### src/rtl/buzzer_event_decoder_pkg.sv
// Shared definitions for the alarm buzzer interface: FSM states, zone and error codes,
// and the one-hot line to zone decode also used by the sensor alarm block.
package buzzer_event_decoder_pkg;

    localparam int BUZ_W  = 3;
    localparam int ZONE_W = 2;

    typedef enum logic [1:0] {
        ST_IDLE    = 2'd0,
        ST_MEASURE = 2'd1,
        ST_ABORT   = 2'd2
    } state_t;

    typedef enum logic [1:0] {
        ZONE_NONE = 2'd0,
        ZONE_1    = 2'd1,
        ZONE_2    = 2'd2,
        ZONE_3    = 2'd3
    } zone_t;

    typedef enum logic [1:0] {
        ERR_NONE  = 2'd0,
        ERR_MULTI = 2'd1,
        ERR_LEN   = 2'd2
    } err_t;

    // Anything other than exactly one active line decodes to ZONE_NONE.
    function automatic zone_t onehot_to_zone(input logic [BUZ_W-1:0] lines);
        zone_t zone;
        case (lines)
            3'b001:  zone = ZONE_1;
            3'b010:  zone = ZONE_2;
            3'b100:  zone = ZONE_3;
            default: zone = ZONE_NONE;
        endcase
        return zone;
    endfunction

endpackage

### src/rtl/buzzer_event_decoder_evt_fifo.sv
// Synchronous event FIFO; a push while full only succeeds if a pop happens on the same edge.
module evt_fifo #(
    parameter int DEPTH = 4,
    parameter int WIDTH = 8
) (
    input  logic             clk,
    input  logic             rst_n,
    input  logic             push,
    input  logic             pop,
    input  logic [WIDTH-1:0] din,
    output logic [WIDTH-1:0] dout,
    output logic             full,
    output logic             empty
);
    localparam int AW = $clog2(DEPTH);

    logic [WIDTH-1:0] mem_r [DEPTH];
    logic [AW-1:0]    wr_ptr_r;
    logic [AW-1:0]    rd_ptr_r;
    logic [AW:0]      cnt_r;
    logic             wr_s;
    logic             rd_s;

    assign full  = (cnt_r == (AW+1)'(DEPTH));
    assign empty = (cnt_r == (AW+1)'(0));
    assign wr_s  = push && (!full || pop);
    assign rd_s  = pop && !empty;
    assign dout  = empty ? {WIDTH{1'b0}} : mem_r[rd_ptr_r];

    // Storage, wrapping pointers and occupancy count.
    always_ff @(posedge clk or negedge rst_n) begin
        if (!rst_n) begin
            for (int i = 0; i < DEPTH; i++) begin
                mem_r[i] <= {WIDTH{1'b0}};
            end
            wr_ptr_r <= {AW{1'b0}};
            rd_ptr_r <= {AW{1'b0}};
            cnt_r    <= {(AW+1){1'b0}};
        end else begin
            if (wr_s) begin
                mem_r[wr_ptr_r] <= din;
                wr_ptr_r        <= wr_ptr_r + AW'(1);
            end
            if (rd_s) begin
                rd_ptr_r <= rd_ptr_r + AW'(1);
            end
            case ({wr_s, rd_s})
                2'b10:   cnt_r <= cnt_r + (AW+1)'(1);
                2'b01:   cnt_r <= cnt_r - (AW+1)'(1);
                default: cnt_r <= cnt_r;
            endcase
        end
    end

endmodule

### src/rtl/buzzer_event_decoder.sv
// Receive side of the one-hot alarm buzzer lines: validates and measures each pulse,
// queues {zone,len} events for the consumer and flags malformed pulses.
module buzzer_event_decoder
    import buzzer_event_decoder_pkg::*;
#(
    parameter int MIN_LEN = 28,
    parameter int MAX_LEN = 34,
    parameter int LEN_W   = 6,
    parameter int DEPTH   = 4
) (
    input  logic             clk,
    input  logic             rst_n,
    input  logic [2:0]       buz,
    output logic             evt_valid,
    input  logic             evt_ready,
    output logic [1:0]       evt_zone,
    output logic [LEN_W-1:0] evt_len,
    output logic             err_pulse,
    output logic [1:0]       err_code,
    output logic [7:0]       drop_cnt
);
    localparam int ENTRY_W = ZONE_W + LEN_W;
    localparam logic [LEN_W-1:0] LEN_SAT = {LEN_W{1'b1}};

    state_t             state_r, state_n_s;
    zone_t              zone_r, zone_n_s, zone_in_s;
    err_t               err_code_r, err_code_s;
    logic [LEN_W-1:0]   len_r, len_n_s;
    logic               first_r;
    logic               push_s;
    logic               err_s;
    logic               err_pulse_r;
    logic [7:0]         drop_cnt_r;
    logic               fifo_full_s;
    logic               fifo_empty_s;
    logic               fifo_pop_s;
    logic [ENTRY_W-1:0] fifo_din_s;
    logic [ENTRY_W-1:0] fifo_dout_s;

    assign zone_in_s  = onehot_to_zone(buz);
    assign fifo_din_s = {zone_r, len_r};
    assign fifo_pop_s = evt_ready && !fifo_empty_s;

    // Next-state, length counting and error detection on the sampled buzzer lines.
    always_comb begin
        state_n_s  = state_r;
        zone_n_s   = zone_r;
        len_n_s    = len_r;
        push_s     = 1'b0;
        err_s      = 1'b0;
        err_code_s = ERR_NONE;
        case (state_r)
            ST_IDLE: begin
                if (buz == 3'b000) begin
                    state_n_s = ST_IDLE;
                end else if (first_r) begin
                    // Lines already active out of reset: a pulse we never saw start.
                    state_n_s = ST_ABORT;
                end else if (zone_in_s != ZONE_NONE) begin
                    state_n_s = ST_MEASURE;
                    zone_n_s  = zone_in_s;
                    len_n_s   = LEN_W'(1);
                end else begin
                    state_n_s  = ST_ABORT;
                    err_s      = 1'b1;
                    err_code_s = ERR_MULTI;
                end
            end
            ST_MEASURE: begin
                if (buz == 3'b000) begin
                    state_n_s = ST_IDLE;
                    if ((len_r >= LEN_W'(MIN_LEN)) && (len_r <= LEN_W'(MAX_LEN))) begin
                        push_s = 1'b1;
                    end else begin
                        err_s      = 1'b1;
                        err_code_s = ERR_LEN;
                    end
                end else if (zone_in_s == zone_r) begin
                    if (len_r != LEN_SAT) begin
                        len_n_s = len_r + LEN_W'(1);
                    end else begin
                        len_n_s = len_r;
                    end
                end else begin
                    state_n_s  = ST_ABORT;
                    err_s      = 1'b1;
                    err_code_s = ERR_MULTI;
                end
            end
            ST_ABORT: begin
                if (buz == 3'b000) begin
                    state_n_s = ST_IDLE;
                end else begin
                    state_n_s = ST_ABORT;
                end
            end
            default: begin
                state_n_s = ST_IDLE;
            end
        endcase
    end

    // FSM, pulse measurement and post-reset guard registers.
    always_ff @(posedge clk or negedge rst_n) begin
        if (!rst_n) begin
            state_r <= ST_IDLE;
            zone_r  <= ZONE_NONE;
            len_r   <= {LEN_W{1'b0}};
            first_r <= 1'b1;
        end else begin
            state_r <= state_n_s;
            zone_r  <= zone_n_s;
            len_r   <= len_n_s;
            first_r <= 1'b0;
        end
    end

    // Error strobe with a sticky code, and saturating count of events lost to a full FIFO.
    always_ff @(posedge clk or negedge rst_n) begin
        if (!rst_n) begin
            err_pulse_r <= 1'b0;
            err_code_r  <= ERR_NONE;
            drop_cnt_r  <= 8'd0;
        end else begin
            err_pulse_r <= err_s;
            if (err_s) begin
                err_code_r <= err_code_s;
            end
            if (push_s && fifo_full_s && !fifo_pop_s && (drop_cnt_r != 8'd255)) begin
                drop_cnt_r <= drop_cnt_r + 8'd1;
            end
        end
    end

    evt_fifo #(
        .DEPTH (DEPTH),
        .WIDTH (ENTRY_W)
    ) u_evt_fifo (
        .clk   (clk),
        .rst_n (rst_n),
        .push  (push_s),
        .pop   (fifo_pop_s),
        .din   (fifo_din_s),
        .dout  (fifo_dout_s),
        .full  (fifo_full_s),
        .empty (fifo_empty_s)
    );

    assign evt_valid = !fifo_empty_s;
    assign evt_zone  = fifo_dout_s[ENTRY_W-1 -: ZONE_W];
    assign evt_len   = fifo_dout_s[LEN_W-1:0];
    assign err_pulse = err_pulse_r;
    assign err_code  = err_code_r;
    assign drop_cnt  = drop_cnt_r;

endmodule

### config.mk
export PLATFORM = sky130hd
export DESIGN_NAME = buzzer_event_decoder
export DESIGN_NICKNAME = d
export VERILOG_FILES = /design/src/rtl/buzzer_event_decoder_pkg.sv /design/src/rtl/buzzer_event_decoder_evt_fifo.sv /design/src/rtl/buzzer_event_decoder.sv
export SDC_FILE = /design/constraint.sdc
export NUM_CORES = 1
export LEC_CHECK = 0
export BUFFER_PORTS_ARGS = -buffer_cell sky130_fd_sc_hd__buf_2
export CORE_MARGIN = 2
export CORE_UTILIZATION = 50
export DETAILED_ROUTE_END_ITERATION = 6
export PLACE_DENSITY = 0.8
export SLEW_MARGIN = 20
export SYNTH_ARGS = -nofsm -noshare
export SYNTH_HDL_FRONTEND = slang
export SYNTH_HIERARCHICAL = 1
export SYNTH_SLANG_ARGS = --single-unit
export TNS_END_PERCENT = 100
### constraint.sdc
create_clock -name clk -period 5.5 [get_ports clk]
set_input_delay 0.275 -clock clk [delete_from_list [all_inputs] [get_ports clk]]
set_output_delay 0.275 -clock clk [all_outputs]
set_load 0.05 [all_outputs]
### Yosys cells after proc, flatten, opt, wreduce, memory -nomap -nowiden

Index checks and enable logic that the tools add are counted.
W data, S select, Z words.

* mux-type cells: 40
* equality and inequality tests: 18
* $add $sub $neg: 6
* reduce and logical (&&, ||, !) cells: 20
* order comparisons: 5
* bitwise operators: 4

Operator list (count)
* $mux W6: 6
* $bwmux W32: 1
* $mux W8: 4
* $bmux W8 S2: 1
* $demux W8 S2: 1
* $mux W2: 8
* $mux W1: 13
* $ne A2 B2 Y1 const B: 6
* $pmux W2 S3: 2
* $pmux W6 S2: 1
* $add A8 B1 Y8 const B: 1
* $logic_and A1 B1 Y1: 8
* $ne A8 B8 Y1 const B: 1
* $reduce_and A7 Y1: 1
* $add A6 B1 Y6 const B: 1
* $eq A3 B3 Y1 const B: 2
* $ge A3 B3 Y1 const B: 2
* $ge A6 B5 Y1 const B: 1
* $le A6 B6 Y1 const B: 1
* $logic_not A3 Y1: 2
* $ne A6 B6 Y1 const B: 1
* $not A2 Y3: 2
* $pmux W3 S2: 1
* $reduce_bool A2 Y1: 3
* other kinds (17): 23

* flip-flop bits (word level): 61

### Logic depth before layout (Yosys ltp)

* depth after elaboration: 8
* mapped depth: 12
* gate-level depth less buffers: 11

### Modules after synthesis

Netlist, hierarchy kept.

By module, submodules not included
* evt_fifo: sequential area each 975.9 um2, instances 1, area an instance 1859.3 um2, cells each 125
* buzzer_event_decoder: sequential area each 551.8 um2, instances 1, area an instance 1311.3 um2, cells each 141

### Worst setup path after synthesis

No wires, ideal clock.

* kind: flip-flop to flip-flop
* start point: register u_evt_fifo.cnt_r[1]
* end point: register u_evt_fifo.cnt_r[2]
* setup time: 79 ps
* buffers on the path: 1
* arrival time: 2729 ps
* stages on the path, launching flop included: 13
* data required time: 5421 ps
* clock period less this slack: 2808 ps
* path slack: 2692 ps
* path through: dfrtp_1 -> or3_2 -> clkbuf_1 -> inv_1 -> nor2_1 -> nor4b_4 -> or2b_2 -> ha_1 -> inv_1 -> fa_1 -> xor2_1 -> nor2_1 -> xor2_1

* word-level cells in the longest chain between the ends: 7
* elaborated cells on any way between the ends: 14
* classes of those cells: add/sub (2); eq/ne (3); mux (1); reduce/logical (8)

RTL lines
* start: declaration: line buzzer_event_decoder_evt_fifo.sv:20 `logic [AW:0] cnt_r;`
* start signal: assignment: line buzzer_event_decoder_evt_fifo.sv:38 `cnt_r <= {(AW+1){1'b0}};`
* start signal: assignment: line buzzer_event_decoder_evt_fifo.sv:48 `2'b10: cnt_r <= cnt_r + (AW+1)'(1);`
* start signal: assignment: line buzzer_event_decoder_evt_fifo.sv:49 `2'b01: cnt_r <= cnt_r - (AW+1)'(1);`
* $logic_not A3 Y1 *: line buzzer_event_decoder_evt_fifo.sv:25 `assign empty = (cnt_r == (AW+1)'(0));`
* via fifo_empty_s: line buzzer_event_decoder.sv:35 `logic fifo_empty_s;`
* $logic_not A1 Y1 *: line buzzer_event_decoder.sv:42 `assign fifo_pop_s = evt_ready && !fifo_empty_s;`
* $logic_and A1 B1 Y1 *: line buzzer_event_decoder.sv:42
* via fifo_pop_s: line buzzer_event_decoder.sv:36 `logic fifo_pop_s;`
* $logic_or A1 B1 Y1: line buzzer_event_decoder_evt_fifo.sv:26 `assign wr_s = push && (!full || pop);`
* $logic_and A1 B1 Y1: line buzzer_event_decoder_evt_fifo.sv:26
* $eq A2 B1 Y1 / $eq A2 B2 Y1 (equally long branches): line buzzer_event_decoder_evt_fifo.sv:47 `case ({wr_s, rd_s})`
* $pmux W3 S2 / $reduce_bool A2 Y1 (equally long branches)

The timed path passes the listed nets; every way through them passes the cells marked *.
A chain may end at the register's enable or synchronous reset.

### Final worst setup path

* start point: register u_evt_fifo.cnt_r[0]
* end point: register u_evt_fifo.cnt_r[2]

The elaborated chain is that of the path after synthesis.

==> flow_summary.html <==
<table>
<tr><th>Metric</th><th>Value</th></tr>
<tr><th colspan="2">Placed design</th></tr>
<tr><td>Detailed placer's ending HPWL</td><td>3960 microns</td></tr>
<tr><td>Number of placed instances, taps included</td><td>362</td></tr>
<tr><td>GP Congestion</td><td>0.810</td></tr>
<tr><td>Placement-stage worst setup slack</td><td>2.52 ns</td></tr>
<tr><td>Port Buffers</td><td>25</td></tr>
<tr><th colspan="2">Clock network</th></tr>
<tr><td>Number of post-CTS setup repair buffers</td><td>0</td></tr>
<tr><td>CTS Buffer Depth</td><td>2</td></tr>
<tr><td>Number of buffers added by the clock tree synthesis step</td><td>9</td></tr>
<tr><td>Number of clock sinks</td><td>61</td></tr>
<tr><td>CTS resizes</td><td>0</td></tr>
<tr><td>TritonCTS clock tree</td><td>done</td></tr>
<tr><td>Number of buffers inserted for hold repair after clock tree synthesis</td><td>0</td></tr>
<tr><td>Level count of the clock H-tree</td><td>3</td></tr>
<tr><td>Clock root buffer master</td><td>sky130_fd_sc_hd__clkbuf_8</td></tr>
<tr><td>Clock-pin slew reported for the worst setup and hold paths after clock tree synthesis</td><td>0.07 ns</td></tr>
<tr><td>Clock Latency Late Sink</td><td>0.34 ns</td></tr>
<tr><th colspan="2">Detailed routing</th></tr>
<tr><td>Count of antenna-violating nets left after detailed routing</td><td>0</td></tr>
<tr><td>Vias per cell</td><td>5.63</td></tr>
<tr><td>Post-Route WL</td><td>5970 microns</td></tr>
<tr><td>Post-DR wirelength/cell</td><td>15.8 microns</td></tr>
<tr><td>Drt first-iter violations</td><td>122</td></tr>
<tr><td>Number of search-and-repair iterations in the first detailed-routing pass</td><td>4</td></tr>
<tr><td>Remaining routing DRC violations</td><td>0</td></tr>
<tr><td>Vias</td><td>2129</td></tr>
<tr><th colspan="2">Critical path</th></tr>
<tr><td>Crit Path Class</td><td>reg2reg</td></tr>
<tr><td>Depth of the worst register-to-register path</td><td>11</td></tr>
<tr><td>CP Data Arrival Time</td><td>3.25 ns</td></tr>
<tr><td>Critical Path Sink Type</td><td>flip-flop</td></tr>
<tr><td>Slowest Stage Delay on Critical Path</td><td>0.59 ns</td></tr>
<tr><td>Required @ worst endpoint</td><td>5.77 ns</td></tr>
<tr><td>Library cell contributing the largest single delay on the critical path</td><td>sky130_fd_sc_hd__or3_2</td></tr>
<tr><td>Startpoint of the worst setup timing path</td><td>u_evt_fifo/cnt_r[0]</td></tr>
<tr><td>Startpoint of the worst-slack reg-to-reg timing path</td><td>u_evt_fifo/cnt_r[0]</td></tr>
<tr><td>Cell chain of the critical path</td><td>or3_2 &gt; inv_1 &gt; nor2_1 &gt; nor4b_4 &gt; or2b_2 &gt; ha_1 &gt; inv_1 &gt; fa_1 &gt; xor2_1 &gt; nor2_1 &gt; xor2_1</td></tr>
<tr><td>Crit path to</td><td>u_evt_fifo/cnt_r[2]</td></tr>
<tr><td>Type of origin of the critical path</td><td>flip-flop</td></tr>
<tr><td>End of the worst register-to-register path</td><td>u_evt_fifo/cnt_r[2]</td></tr>
<tr><td>Setup slack on the worst flop-to-flop path</td><td>2.52 ns</td></tr>
<tr><td>Maximum fanout along the worst path</td><td>11</td></tr>
<tr><th colspan="2">Global routing</th></tr>
<tr><td>Maximum number of pins on one net before global-route repair</td><td>62</td></tr>
<tr><td>Overall track demand over capacity in global routing</td><td>19.2%</td></tr>
<tr><td>Number of antenna violations at the first check in global routing</td><td>0</td></tr>
<tr><td>Total gr overflow</td><td>0</td></tr>
<tr><td>Wire length of the first global-routing pass</td><td>10500 microns</td></tr>
<tr><td>Vias in the first global route</td><td>2174</td></tr>
<tr><th colspan="2">Timing</th></tr>
<tr><td>Finish-stage setup viols</td><td>0</td></tr>
<tr><td>Pins Over Slew Limit</td><td>0</td></tr>
<tr><td>Slew at the pin closest to its max-slew limit</td><td>0.755 ns</td></tr>
<tr><td>Fmax</td><td>336 MHz</td></tr>
<tr><td>Slew HR</td><td>49.7%</td></tr>
<tr><td>Clock skew</td><td>0.0101 ns</td></tr>
<tr><td>Unrepaired setup endpoints after global routing</td><td>no</td></tr>
<tr><td>Sum of negative setup slack</td><td>0 ns</td></tr>
<tr><td>Post-layout minimum cycle time</td><td>2.98 ns</td></tr>
<tr><td>Hold violation total from the final report</td><td>0</td></tr>
<tr><td>Final hold slack</td><td>0.0821 ns</td></tr>
<tr><td>Tcrit/Tclk final</td><td>54.1%</td></tr>
<tr><td>Final worst setup slack</td><td>2.52 ns</td></tr>
<tr><th colspan="2">Power and ir drop</th></tr>
<tr><td>Leakage power summed over all cells</td><td>1.76 nW</td></tr>
<tr><td>Areal power density over the cells</td><td>378 nW/um^2</td></tr>
<tr><td>Worst vdd ir</td><td>211 uV</td></tr>
<tr><th colspan="2">Yosys</th></tr>
<tr><td>Synthesized net count</td><td>284</td></tr>
<tr><td>Number of distinct library cell variants in the gate-level netlist after synthesis</td><td>47</td></tr>
<tr><td>Most numerous cell in the Yosys netlist</td><td>sky130_fd_sc_hd__dfrtp_1</td></tr>
<tr><td>Number of enable-type register cells in the synthesized netlist</td><td>0</td></tr>
<tr><td>Main flop type after synthesis</td><td>sky130_fd_sc_hd__dfrtp_1</td></tr>
<tr><td>Biggest area consumer among synthesized cells</td><td>sky130_fd_sc_hd__dfrtp_1</td></tr>
<tr><td>Avg Cell Area, Syn</td><td>11.9 sq um</td></tr>
<tr><td>Post-synthesis instance area</td><td>3170 sq um</td></tr>
<tr><td>Leading post-synthesis cells by cell area</td><td>sky130_fd_sc_hd__dfrtp_1 (47%), sky130_fd_sc_hd__mux2_2 (12%), sky130_fd_sc_hd__mux4_2 (5.7%), sky130_fd_sc_hd__ha_1 (4.3%), sky130_fd_sc_hd__nand2_1 (2.5%)</td></tr>
<tr><td>Total number of yosys warnings</td><td>6</td></tr>
<tr><td>Part of the Yosys area used for sequential elements</td><td>48.2%</td></tr>
<tr><td>Yosys top cell area share</td><td>47.4%</td></tr>
<tr><td>Post-Syn Instances</td><td>266</td></tr>
<tr><td>Flops &amp; latches, synth</td><td>61</td></tr>
<tr><td>Async SR Flop Fraction</td><td>100%</td></tr>
<tr><td>Leading cell types by count after synthesis</td><td>sky130_fd_sc_hd__dfrtp_1 (60), sky130_fd_sc_hd__mux2_2 (33), sky130_fd_sc_hd__nand2_1 (21)</td></tr>
<tr><th colspan="2">Floorplan</th></tr>
<tr><td>Number of top-level design ports</td><td>26</td></tr>
<tr><td>Core outline area</td><td>6240 sq um</td></tr>
<tr><td>Initial core utilization</td><td>50.8%</td></tr>
<tr><td>Die outline width</td><td>83.6 microns</td></tr>
<tr><td>Number of cell rows</td><td>29</td></tr>
<tr><td>Full die area</td><td>6990 sq um</td></tr>
<tr><td>Die boundary height</td><td>83.6 microns</td></tr>
<tr><th colspan="2">Run status</th></tr>
<tr><td>Outcome</td><td>finished, final reports clean</td></tr>
<tr><th colspan="2">Job</th></tr>
<tr><td>Max-cap viol count</td><td>0</td></tr>
<tr><th colspan="2">Hold path</th></tr>
<tr><td>Worst min path class</td><td>in2async</td></tr>
<tr><th colspan="2">Cells and area</th></tr>
<tr><td>Area overhead of the layout relative to synthesis</td><td>14.0%</td></tr>
<tr><td>Final core utilization</td><td>57.9%</td></tr>
<tr><td>Number of inserted diodes</td><td>0</td></tr>
<tr><td>Count of non-filler cells in the finished layout</td><td>378</td></tr>
<tr><td>Post-layout nets</td><td>314</td></tr>
<tr><td>Fraction of final layout cells sized beyond drive strength 1</td><td>31.6%</td></tr>
</table>
[cells in the final DEF (no fill, tap or decap), types with 6 or more instances in the layout]
cell and count:
sky130_fd_sc_hd__nand3_1 7, sky130_fd_sc_hd__clkbuf_8 13, sky130_fd_sc_hd__xnor2_1 6, sky130_fd_sc_hd__and2_1 9, sky130_fd_sc_hd__mux4_2 8, sky130_fd_sc_hd__xor2_1 9, sky130_fd_sc_hd__nand2_1 21, sky130_fd_sc_hd__dfrtp_1 60
sky130_fd_sc_hd__mux2_2 33, sky130_fd_sc_hd__ha_1 11, sky130_fd_sc_hd__inv_1 16, sky130_fd_sc_hd__nor3_1 7, sky130_fd_sc_hd__a21oi_1 8, sky130_fd_sc_hd__buf_2 25, sky130_fd_sc_hd__nor2_1 6
[metrics by stage]
step                      power (mW)  cell area, sq um
after floorplan                0.815              3170
after global placement         0.884              3370
after detailed placement       0.894              3370
after CTS                       1.38              3610
after global routing            1.45              3610
final                           1.37              3610
[layout make-up]
| cell class | instances | area, sq um |
|---|---|---|
| timing repair buffer | 26 | 133 |
| inverter | 16 | 60.1 |
| multi-input combinational | 182 | 1550 |
| fill | 498 | 2630 |
| tap | 77 | 96.3 |
| clock buffer | 13 | 179 |
| sequential | 61 | 1530 |
| clock inverter | 3 | 65.1 |
[state kept, by name (all words and copies together) (netlist names)]
name                 cells
u_evt_fifo/mem_r        32
drop_cnt                 8
len_r                    6
u_evt_fifo/cnt_r         3
err_code                 2
state_r                  2
u_evt_fifo/rd_ptr_r      2
u_evt_fifo/wr_ptr_r      2
zone_r                   2
err_pulse                1
first_r                  1
[report_power, final]
| group | internal, mW | switching (mW) | leakage [nW] |
|---|---|---|---|
| logic | 0.130 | 0.169 | 0.812 |
| registers | 0.493 | 0.0955 | 0.822 |
| clock network | 0.304 | 0.174 | 0.126 |
[layer usage]
metal / vias up / global-route usage, % / routed length, microns
li1: 1007 / - / -
met1: 1061 / 26.0 / 2810
met2: 53 / 29.5 / 2820
met3: 8 / 4.95 / 227
met4: 0 / 8.21 / 110
met5: - / 0 / 0
[cells by family after synthesis]
kind of cell,count (synthesis),synth area share [%]
AND/OR/NAND/NOR,78,13.9
XOR/XNOR,15,4.14
adder cells (fa/ha/maj),13,5.33
AO/OA/AOI/OAI,28,6.12
multiplexers,47,19.4
other,1,0.118
buffers and inverters,23,2.80
flip-flops,61,48.2
[worst min-delay path by stage]
stage	to	slack [ns]
finish	err_pulse	0.08
global route	err_code[1]	0.15
CTS	err_pulse	0.11
detailed placement	err_code[0]	0.46
global placement	err_code[0]	0.46
floorplan	drop_cnt[0]	-0.02
[worst max-delay path: cells and delay by family, from the launching register on]
family | cells | cell delay [ns]
xor+xnor | 2 | 0.30
flops | 1 | 0.44
simple gates | 5 | 1.43
buf+inv | 2 | 0.19
fa+ha+maj | 2 | 0.55
No activity file was read; power rests on OpenSTA's default activity.
